==> src/rtl/fabric_reset_sequencer.sv <==
// Fabric reset sequencer: qualifies CCC lock and CoreResetP status, then releases
// three staged fabric reset domains in order and can request a timed FAB_RESET_N pulse.
module fabric_reset_sequencer #(
  parameter int SYNC_STAGES        = 2,
  parameter int LOCK_STABLE_CYCLES = 1024,
  parameter int STAGE_GAP_CYCLES   = 16,
  parameter int SOFT_RST_CYCLES    = 64,
  parameter int TIMEOUT_CYCLES     = 1048576
) (
  input  logic       CLK_BASE,
  input  logic       POWER_ON_RESET_N,
  input  logic       FAB_CCC_LOCK,
  input  logic       INIT_DONE,
  input  logic       MSS_READY,
  input  logic       SOFT_RESET_REQ,
  output logic       FAB_RESET_N,
  output logic [2:0] STAGE_RESET_N,
  output logic       SYS_READY,
  output logic       LOCK_LOST,
  output logic       TIMEOUT_ERR,
  output logic [2:0] STATE
);

  // state       | meaning
  // WAIT_LOCK   | waiting for synced CCC lock
  // LOCK_STABLE | counting consecutive lock-high cycles
  // WAIT_INIT   | waiting for INIT_DONE && MSS_READY, with timeout
  // RELEASE     | releasing stage resets 0,1,2 at STAGE_GAP spacing
  // RUN         | all stages released, SYS_READY high
  // SOFT_RST    | FAB_RESET_N held low for SOFT_RST_CYCLES
  localparam logic [2:0] S_WAIT_LOCK   = 3'd0;
  localparam logic [2:0] S_LOCK_STABLE = 3'd1;
  localparam logic [2:0] S_WAIT_INIT   = 3'd2;
  localparam logic [2:0] S_RELEASE     = 3'd3;
  localparam logic [2:0] S_RUN         = 3'd4;
  localparam logic [2:0] S_SOFT_RST    = 3'd5;

  localparam int REL_END = 3 * STAGE_GAP_CYCLES + 1;
  localparam int MAX_A   = (LOCK_STABLE_CYCLES > TIMEOUT_CYCLES) ? LOCK_STABLE_CYCLES : TIMEOUT_CYCLES;
  localparam int MAX_B   = (SOFT_RST_CYCLES > REL_END) ? SOFT_RST_CYCLES : REL_END;
  localparam int CNT_MAX = (MAX_A > MAX_B) ? MAX_A : MAX_B;
  localparam int CW      = $clog2(CNT_MAX + 1);

  localparam logic [CW-1:0] LS_LAST  = CW'(LOCK_STABLE_CYCLES - 1);
  localparam logic [CW-1:0] TO_LAST  = CW'(TIMEOUT_CYCLES - 1);
  localparam logic [CW-1:0] SR_LAST  = CW'(SOFT_RST_CYCLES - 1);
  localparam logic [CW-1:0] REL_LAST = CW'(REL_END);
  localparam logic [CW-1:0] REL0     = CW'(STAGE_GAP_CYCLES);
  localparam logic [CW-1:0] REL1     = CW'(2 * STAGE_GAP_CYCLES);
  localparam logic [CW-1:0] REL2     = CW'(3 * STAGE_GAP_CYCLES);

  logic [SYNC_STAGES-1:0] rst_sync;
  logic [SYNC_STAGES-1:0] lock_sync;
  logic [SYNC_STAGES-1:0] init_sync;
  logic [SYNC_STAGES-1:0] mss_sync;
  logic                   rst_n;
  logic                   lock_s;
  logic                   ready_s;
  logic                   soft_d;
  logic                   soft_rise;
  logic [2:0]             state;
  logic [2:0]             nxt;
  logic [CW-1:0]          cnt;
  logic [2:0]             rel_bits;
  logic                   lock_drop;
  logic                   timeout_hit;

  // Reset asserts asynchronously but leaves reset only on a clock edge.
  always_ff @(posedge CLK_BASE or negedge POWER_ON_RESET_N) begin
    if (!POWER_ON_RESET_N) rst_sync <= '0;
    else                   rst_sync <= {rst_sync[SYNC_STAGES-2:0], 1'b1};
  end

  assign rst_n = rst_sync[SYNC_STAGES-1];

  always_ff @(posedge CLK_BASE or negedge rst_n) begin
    if (!rst_n) begin
      lock_sync <= '0;
      init_sync <= '0;
      mss_sync  <= '0;
      soft_d    <= 1'b0;
    end else begin
      lock_sync <= {lock_sync[SYNC_STAGES-2:0], FAB_CCC_LOCK};
      init_sync <= {init_sync[SYNC_STAGES-2:0], INIT_DONE};
      mss_sync  <= {mss_sync[SYNC_STAGES-2:0], MSS_READY};
      soft_d    <= SOFT_RESET_REQ;
    end
  end

  assign lock_s    = lock_sync[SYNC_STAGES-1];
  assign ready_s   = init_sync[SYNC_STAGES-1] & mss_sync[SYNC_STAGES-1];
  assign soft_rise = SOFT_RESET_REQ & ~soft_d;

  always_comb begin
    nxt = state;
    case (state)
      S_WAIT_LOCK:   if (lock_s) nxt = S_LOCK_STABLE;
      S_LOCK_STABLE: if (!lock_s) nxt = S_WAIT_LOCK;
                     else if (cnt == LS_LAST) nxt = S_WAIT_INIT;
      S_WAIT_INIT:   if (!lock_s) nxt = S_WAIT_LOCK;
                     else if (ready_s) nxt = S_RELEASE;
                     else if (cnt == TO_LAST) nxt = S_SOFT_RST;
      S_RELEASE:     if (!lock_s) nxt = S_WAIT_LOCK;
                     else if (!ready_s) nxt = S_WAIT_INIT;
                     else if (cnt == REL_LAST) nxt = S_RUN;
      S_RUN:         if (!lock_s) nxt = S_WAIT_LOCK;
                     else if (!ready_s) nxt = S_WAIT_INIT;
                     else if (soft_rise) nxt = S_SOFT_RST;
      S_SOFT_RST:    if (cnt == SR_LAST) nxt = S_WAIT_LOCK;
      default:       nxt = S_WAIT_LOCK;
    endcase
  end

  assign rel_bits    = {cnt == REL2, cnt == REL1, cnt == REL0};
  assign lock_drop   = ((state == S_RELEASE) || (state == S_RUN)) && !lock_s;
  assign timeout_hit = (state == S_WAIT_INIT) && (nxt == S_SOFT_RST);

  always_ff @(posedge CLK_BASE or negedge rst_n) begin
    if (!rst_n) begin
      state         <= S_WAIT_LOCK;
      cnt           <= '0;
      FAB_RESET_N   <= 1'b1;
      STAGE_RESET_N <= 3'b000;
      SYS_READY     <= 1'b0;
      LOCK_LOST     <= 1'b0;
      TIMEOUT_ERR   <= 1'b0;
    end else begin
      state <= nxt;
      // The counter restarts on every state entry; WAIT_LOCK and RUN never use it.
      if ((nxt != state) || (state == S_WAIT_LOCK) || (state == S_RUN)) cnt <= '0;
      else                                                             cnt <= cnt + CW'(1);
      FAB_RESET_N <= (nxt != S_SOFT_RST);
      SYS_READY   <= (nxt == S_RUN);
      if (nxt == S_RUN)                                  STAGE_RESET_N <= 3'b111;
      else if ((nxt == S_RELEASE) && (state == S_RELEASE)) STAGE_RESET_N <= STAGE_RESET_N | rel_bits;
      else                                               STAGE_RESET_N <= 3'b000;
      LOCK_LOST   <= LOCK_LOST | lock_drop;
      TIMEOUT_ERR <= TIMEOUT_ERR | timeout_hit;
    end
  end

  assign STATE = state;

endmodule
==> config.mk <==
export PLATFORM = sky130hd
export DESIGN_NAME = fabric_reset_sequencer
export DESIGN_NICKNAME = d
export VERILOG_FILES = /design/src/rtl/fabric_reset_sequencer.sv
export SDC_FILE = /design/constraint.sdc
export NUM_CORES = 1
export LEC_CHECK = 0
export CAP_MARGIN = 20
export CELL_PAD_IN_SITES_DETAIL_PLACEMENT = 1
export CELL_PAD_IN_SITES_GLOBAL_PLACEMENT = 1
export CORE_ASPECT_RATIO = 0.8
export CORE_MARGIN = 2
export CORE_UTILIZATION = 30
export CTS_CLUSTER_DIAMETER = 60
export DETAILED_ROUTE_END_ITERATION = 10
export GPL_ROUTABILITY_DRIVEN = 0
export PLACE_DENSITY_LB_ADDON = 0.1
export SETUP_SLACK_MARGIN = 0.05
export SLEW_MARGIN = 20
export SYNTH_ARGS = -nofsm -noshare
export SYNTH_HDL_FRONTEND = slang
export SYNTH_SLANG_ARGS = --single-unit
export TNS_END_PERCENT = 10
==> constraint.sdc <==
create_clock -name CLK_BASE -period 1.67 [get_ports CLK_BASE]
set_clock_uncertainty 0.15 [all_clocks]
set_input_delay 0.334 -clock CLK_BASE [delete_from_list [all_inputs] [get_ports CLK_BASE]]
set_output_delay 0.334 -clock CLK_BASE [all_outputs]
set_load 0.03 [all_outputs]
# Word-level counts from Yosys, hierarchy flattened
# Index checks and enable logic that the tools add are counted.
[op_classes]
n_addsub = 1
n_eq_ne = 17
mux = 17
bitwise = 6
reduce_logical = 8
[op_table]
columns = ["op", "n"]
rows = [
  ["21-bit by 6-bit equality test with 1-bit output, second input constant", 4],
  ["3-bit 2-to-1 mux", 15],
  ["21-bit by 1-bit adder with 21-bit output, second input constant", 1],
  ["21-bit by 10-bit equality test with 1-bit output, second input constant", 1],
  ["21-bit by 20-bit equality test with 1-bit output, second input constant", 1],
  ["21-bit by 5-bit equality test with 1-bit output, second input constant", 1],
  ["21-bit 2-to-1 mux", 1],
  ["3-bit one-hot mux with 6 select lines", 1],
  ["3-bit equality test, second input constant", 4],
  ["3-bit by 2-bit equality test with 1-bit output, second input constant", 3],
  ["3-bit by 1-bit equality test with 1-bit output, second input constant", 1],
  ["1-bit logical AND", 3],
  ["3-bit logical NOT", 1],
  ["1-bit logical OR", 3],
  ["3-bit != test", 1],
  ["3-bit != test, second input constant", 1],
  ["3-bit bitwise OR", 1],
  ["1-bit AND", 2],
  ["1-bit bitwise OR", 2],
  ["1-bit logical NOT", 1],
  ["1-bit inverter", 1],
]
[totals]
reg_bits = 40
inputBits = 6
output_inout_bits = 10
wordCells = 61

# Longest topological paths before layout
[depth]
depth_word = 10
ltp_mapped = 9

# Worst setup path after synthesis
# OpenSTA, ideal clock, no wires.
[synth_timing]
path_kind = "flip-flop to flip-flop"
start = "register state[1], in the netlist STATE[1]"
end = "register cnt[5]"
setup_time_ns = 0.073
arrival_time_ns = 2.242
path_slack_ns = -0.796
stages_incl_launch_ff = 9
period_less_slack_ns = 2.466
path_cell_list = "dfrtp_1 > buf_2 > nand2b_1 > nor4_1 > a21oi_1 > and4b_4 > or4b_4 > buf_6 > a21oi_2"
[synth_between]
elab_chain_cells = 8
word_cells_on_any_way = 24
classes_between = "eq/ne (6); mux (15); reduce/logical (3)"
[synth_rtl]
columns = ["element", "line_no", "text"]
rows = [
  ["start: declaration", "61", "logic [2:0] state;"],
  ["start signal: assignment", "128", "state <= nxt;"],
  ["3-bit 2-to-1 mux, on equally long branches", "108, 102, 105", ""],
  ["3-bit 2-to-1 mux, on equally long branches", "107, 101, 104", ""],
  ["3-bit 2-to-1 mux, on equally long branches", "106, 100, 103", ""],
  ["3-bit one-hot mux with 6 select lines", "96", "case (state)"],
  ["3-bit != test", "130", "if ((nxt != state) || (state == S_WAIT_LOCK) || (state == S_RUN)) cnt <= '0;"],
  ["1-bit logical OR", "130", ""],
  ["1-bit logical OR (*)", "130", ""],
  ["21-bit 2-to-1 mux (*)", "130", ""],
  ["end signal: assignment", "131", "else cnt <= cnt + CW'(1);"],
  ["end: declaration", "63", "logic [CW-1:0] cnt;"],
]
# Mark *: on every way between the ends. The rest lies on a longest branch, timed or not.

# Final worst setup path
[layout_timing]
start = "register cnt[1]"
end = "register cnt[1]"
[layout_between]
elab_chain_cells = 9
word_cells_on_any_way = 19
classes_between = "add/sub (1); eq/ne (5); mux (11); reduce/logical (2)"
[layout_rtl]
columns = ["element", "line_no"]
rows = [
  ["21-bit by 6-bit equality test with 1-bit output / 21-bit by 20-bit equality test with 1-bit output (equally long branches)", "105, 102"],
  ["3-bit 2-to-1 mux, on equally long branches", "105, 102"],
  ["3-bit 2-to-1 mux, on equally long branches", "104, 101"],
  ["3-bit 2-to-1 mux, on equally long branches", "103, 100"],
  ["3-bit one-hot mux with 6 select lines", "96"],
  ["3-bit != test", "130"],
  ["1-bit logical OR (2 in series)", "130"],
  ["21-bit 2-to-1 mux (*)", "130"],
]
# Marks and branches as above.

==> qor.csv <==
metric,value,unit
status,"finished, violations left",
failed_checks,negative setup slack,
hold_ws,0.0468,ns
wire_per_inst,15.6,um
netlist_instances,220,
path_cells,ha_4 -> nand3_4 -> nor2_4 -> a311oi_2 -> and4b_4 -> or4b_4 -> buf_12 -> a21oi_2,
slowest_delay,0.55,ns
area.growth.synth_to_final,43.4,%
ys_seq_area_frac,0.469,
fin_ws,-0.738,ns
worstSetupPathType,reg2reg,
grt_pass1_vias,1977,
finalCriticalPeriod,2.41,ns
finalCritPeriodShare,1.44,
leakage,1.36,nW
cts_buffers,5,
avgViaCountPerCell,4.89,
num_rows,27,
drt_first_pass_iters,4,
die_x,98.3,um
grt_max_degree,27,
numPortBuffers,15,
power_density,811,nW/um^2
cp-end-kind,flip-flop,
n_antenna_cell,0,
path_delay_family,simple AND/OR/NAND/NOR gates,
drive_gt1_frac,0.407,
ctsHoldBuffers,0,
vdd_drop_max,0.432,mV
chipHeight,79.5,um
hpwl,4480,um
maxCapViolations,0,
cts-root-buf,clkbuf_8,
fp.coreArea,6890,um^2
ys_ff_latch,40,
cts_tree,yes,
critPathArrivalTime,2.48,ns
wirelength,5960,um
synth.cell_area,2140,um^2
syn_avg_cell_area,9.71,um^2
synth_ff_type,dfrtp_1,
insertion_delay,0.30,ns
grt_pass1_wl,10100,um
grt_overflow,0,
synth.distinct_cells,44,
cts.reportedPaths.clkPinSlew,0.08,ns
fin_util,0.444,
ant_nets,0,
cp_max_fo,21,
cts_htree_levels,2,
clock_path_buffers,2,
layout.nets,303,
setup_violations,30,
drv_slew,0,
track_usage,0.166,
crit_slowest_cell,or4b_4,
synth_edf_count,0,
io_pins,16,
timing.fmax,0.415,GHz
dr.first_iter.drc_count,30,
start_util,0.310,
syn_nets,229,
async_flop_share,1.00,
finalHoldViolations,0,
die_area,7810,um^2
rsz0062_at_grt,yes,
crit_buf_inv,1,
worst_ep_required_time,1.75,ns
antenna_found_initial,0,
ys_warn_count,0,
startpoint_type,flip-flop,
hp-class,in2async,
clkSinkCount,40,
vias,1867,
drc,0,
## state kept, by name, summed over array words and instances, names as in the netlist
name and cells:
mss_sync 2, SYS_READY 1, soft_d 1, STAGE_RESET_N 3
LOCK_LOST 1, rst_sync 2, TIMEOUT_ERR 1, lock_sync 2
init_sync 2, FAB_RESET_N 1, cnt 21, STATE 3
## where the power goes
group | internal (W) | leakage [nW] | switching [W]
Combinational | 0.000256 | 0.790 | 0.000348
Clock | 0.000442 | 0.0541 | 0.000364
Sequential | 0.00103 | 0.517 | 0.0000439
## worst register-to-register path, stage by stage, from the launching register on
cell      delay (ns)
dfrtp_1         0.42
ha_4            0.19
nand3_4         0.10
nor2_4          0.05
a311oi_2        0.27
and4b_4         0.26
or4b_4          0.55
buf_12          0.18
a21oi_2         0.16
## stage by stage
stage	area [um^2]	total power (W)	std cells	setup WS [ns]	TNS (ns)
2_1_floorplan	2220	0.00143	220	-0.607	-14.42
3_3_place_gp	2870	0.00169	373	-0.908	-23.03
3_5_place_dp	2870	0.00169	373	-0.911	-23.27
4_1_cts	3040	0.00252	382	-0.732	-18.74
5_1_grt	3060	0.00260	382	-0.881	-23.12
6_report	3060	0.00248	382	-0.738	-18.81
## metal layers
| metal | up-vias | GRT usage | wire length (um) | part of all wire |
|---|---|---|---|---|
| met2 | 28 | 0.265 | 2710 | 0.45 |
| li1 | 911 | - | - | - |
| met3 | 11 | 0.0324 | 168 | 0.028 |
| met5 | - | 0 | 0 | 0 |
| met1 | 917 | 0.227 | 2980 | 0.50 |
| met4 | 0 | 0.0521 | 111 | 0.019 |
## layout make-up
class | count | area [um^2]
Clock buffer | 5 | 68.8
Clock inverter | 3 | 42.5
Fill cell | 786 | 3830
Inverter | 10 | 37.5
Multi-Input combinational cell | 161 | 1170
Sequential cell | 40 | 1010
Tap cell | 87 | 109
Timing Repair Buffer | 76 | 623
## final timing paths
| path | start | endpoint | slack [ns] | cells after the start |
|---|---|---|---|---|
| max in group asynchronous | rst_sync[1] | cnt[7] | 0.93 | 1 |
| min in group CLK_BASE | init_sync[0] | init_sync[1] | 0.20 | 0 |
| setup / recovery | cnt[1] | cnt[1] | -0.74 | 8 |
| setup reg to reg | cnt[1] | cnt[1] | -0.74 | 8 |
| hold reg to reg | rst_sync[1] | LOCK_LOST | 0.06 | 1 |
| hold / removal | POWER_ON_RESET_N | rst_sync[1] | 0.05 | 1 |
## layout by cell type, fill, tap and decap left out, types with 3 or more instances in the layout
cell type and instances:
dfrtp_1 33, clkdlybuf4s50_1 5, nand4_1 6, dfrtp_2 6, clkbuf_8 5, nor3_1 7
nor4_4 3, o21ai_2 3, a21oi_2 20, nor2_1 14, xnor2_1 6, and2_1 3
nand3_1 8, nand2_1 31, inv_1 10, buf_4 61, xor2_1 12, a21oi_1 4
dlygate4sd2_1 6
## synth_stat cells (all sizes together) (2+ instances only)
library cell	instances	area, um^2
nand2	32	120
ha	3	37.5
clkbuf	3	11.3
or3	2	12.5
a21o	2	15.0
buf	6	42.5
o21ai	6	30.0
nand4	6	37.5
a21oi	24	195
o211ai	2	15.0
nor4	6	52.6
nor3	8	40.0
nand2b	2	12.5
and2	3	18.8
inv	10	37.5
o21bai	3	22.5
xor2	12	105
xnor2	6	52.6
nor2	15	56.3
and3	2	12.5
a31oi	2	12.5
dfrtp	39	976
nand3	9	50.1
## timing repair
item / 4_1_cts / 5_1_grt
pin swaps: 3 / 13
gates resized for setup: 21 / 7
cloned: 0 / 0
buffers inserted: 1 / 0
setup endpoints to repair: 37 / 30
## kinds of logic (layout without fill, tap and decap cells)
family | count (synthesis) | in the layout | synth area share
simple gates | 93 | 93 | 0.228
compound gates | 46 | 46 | 0.166
buf+inv | 19 | 94 | 0.0428
fa+ha+maj | 3 | 3 | 0.0176
xor+xnor | 18 | 18 | 0.0738
flops | 40 | 40 | 0.469
other cells | 1 | 1 | 0.00176
No activity file was read; power rests on OpenSTA's default activity.
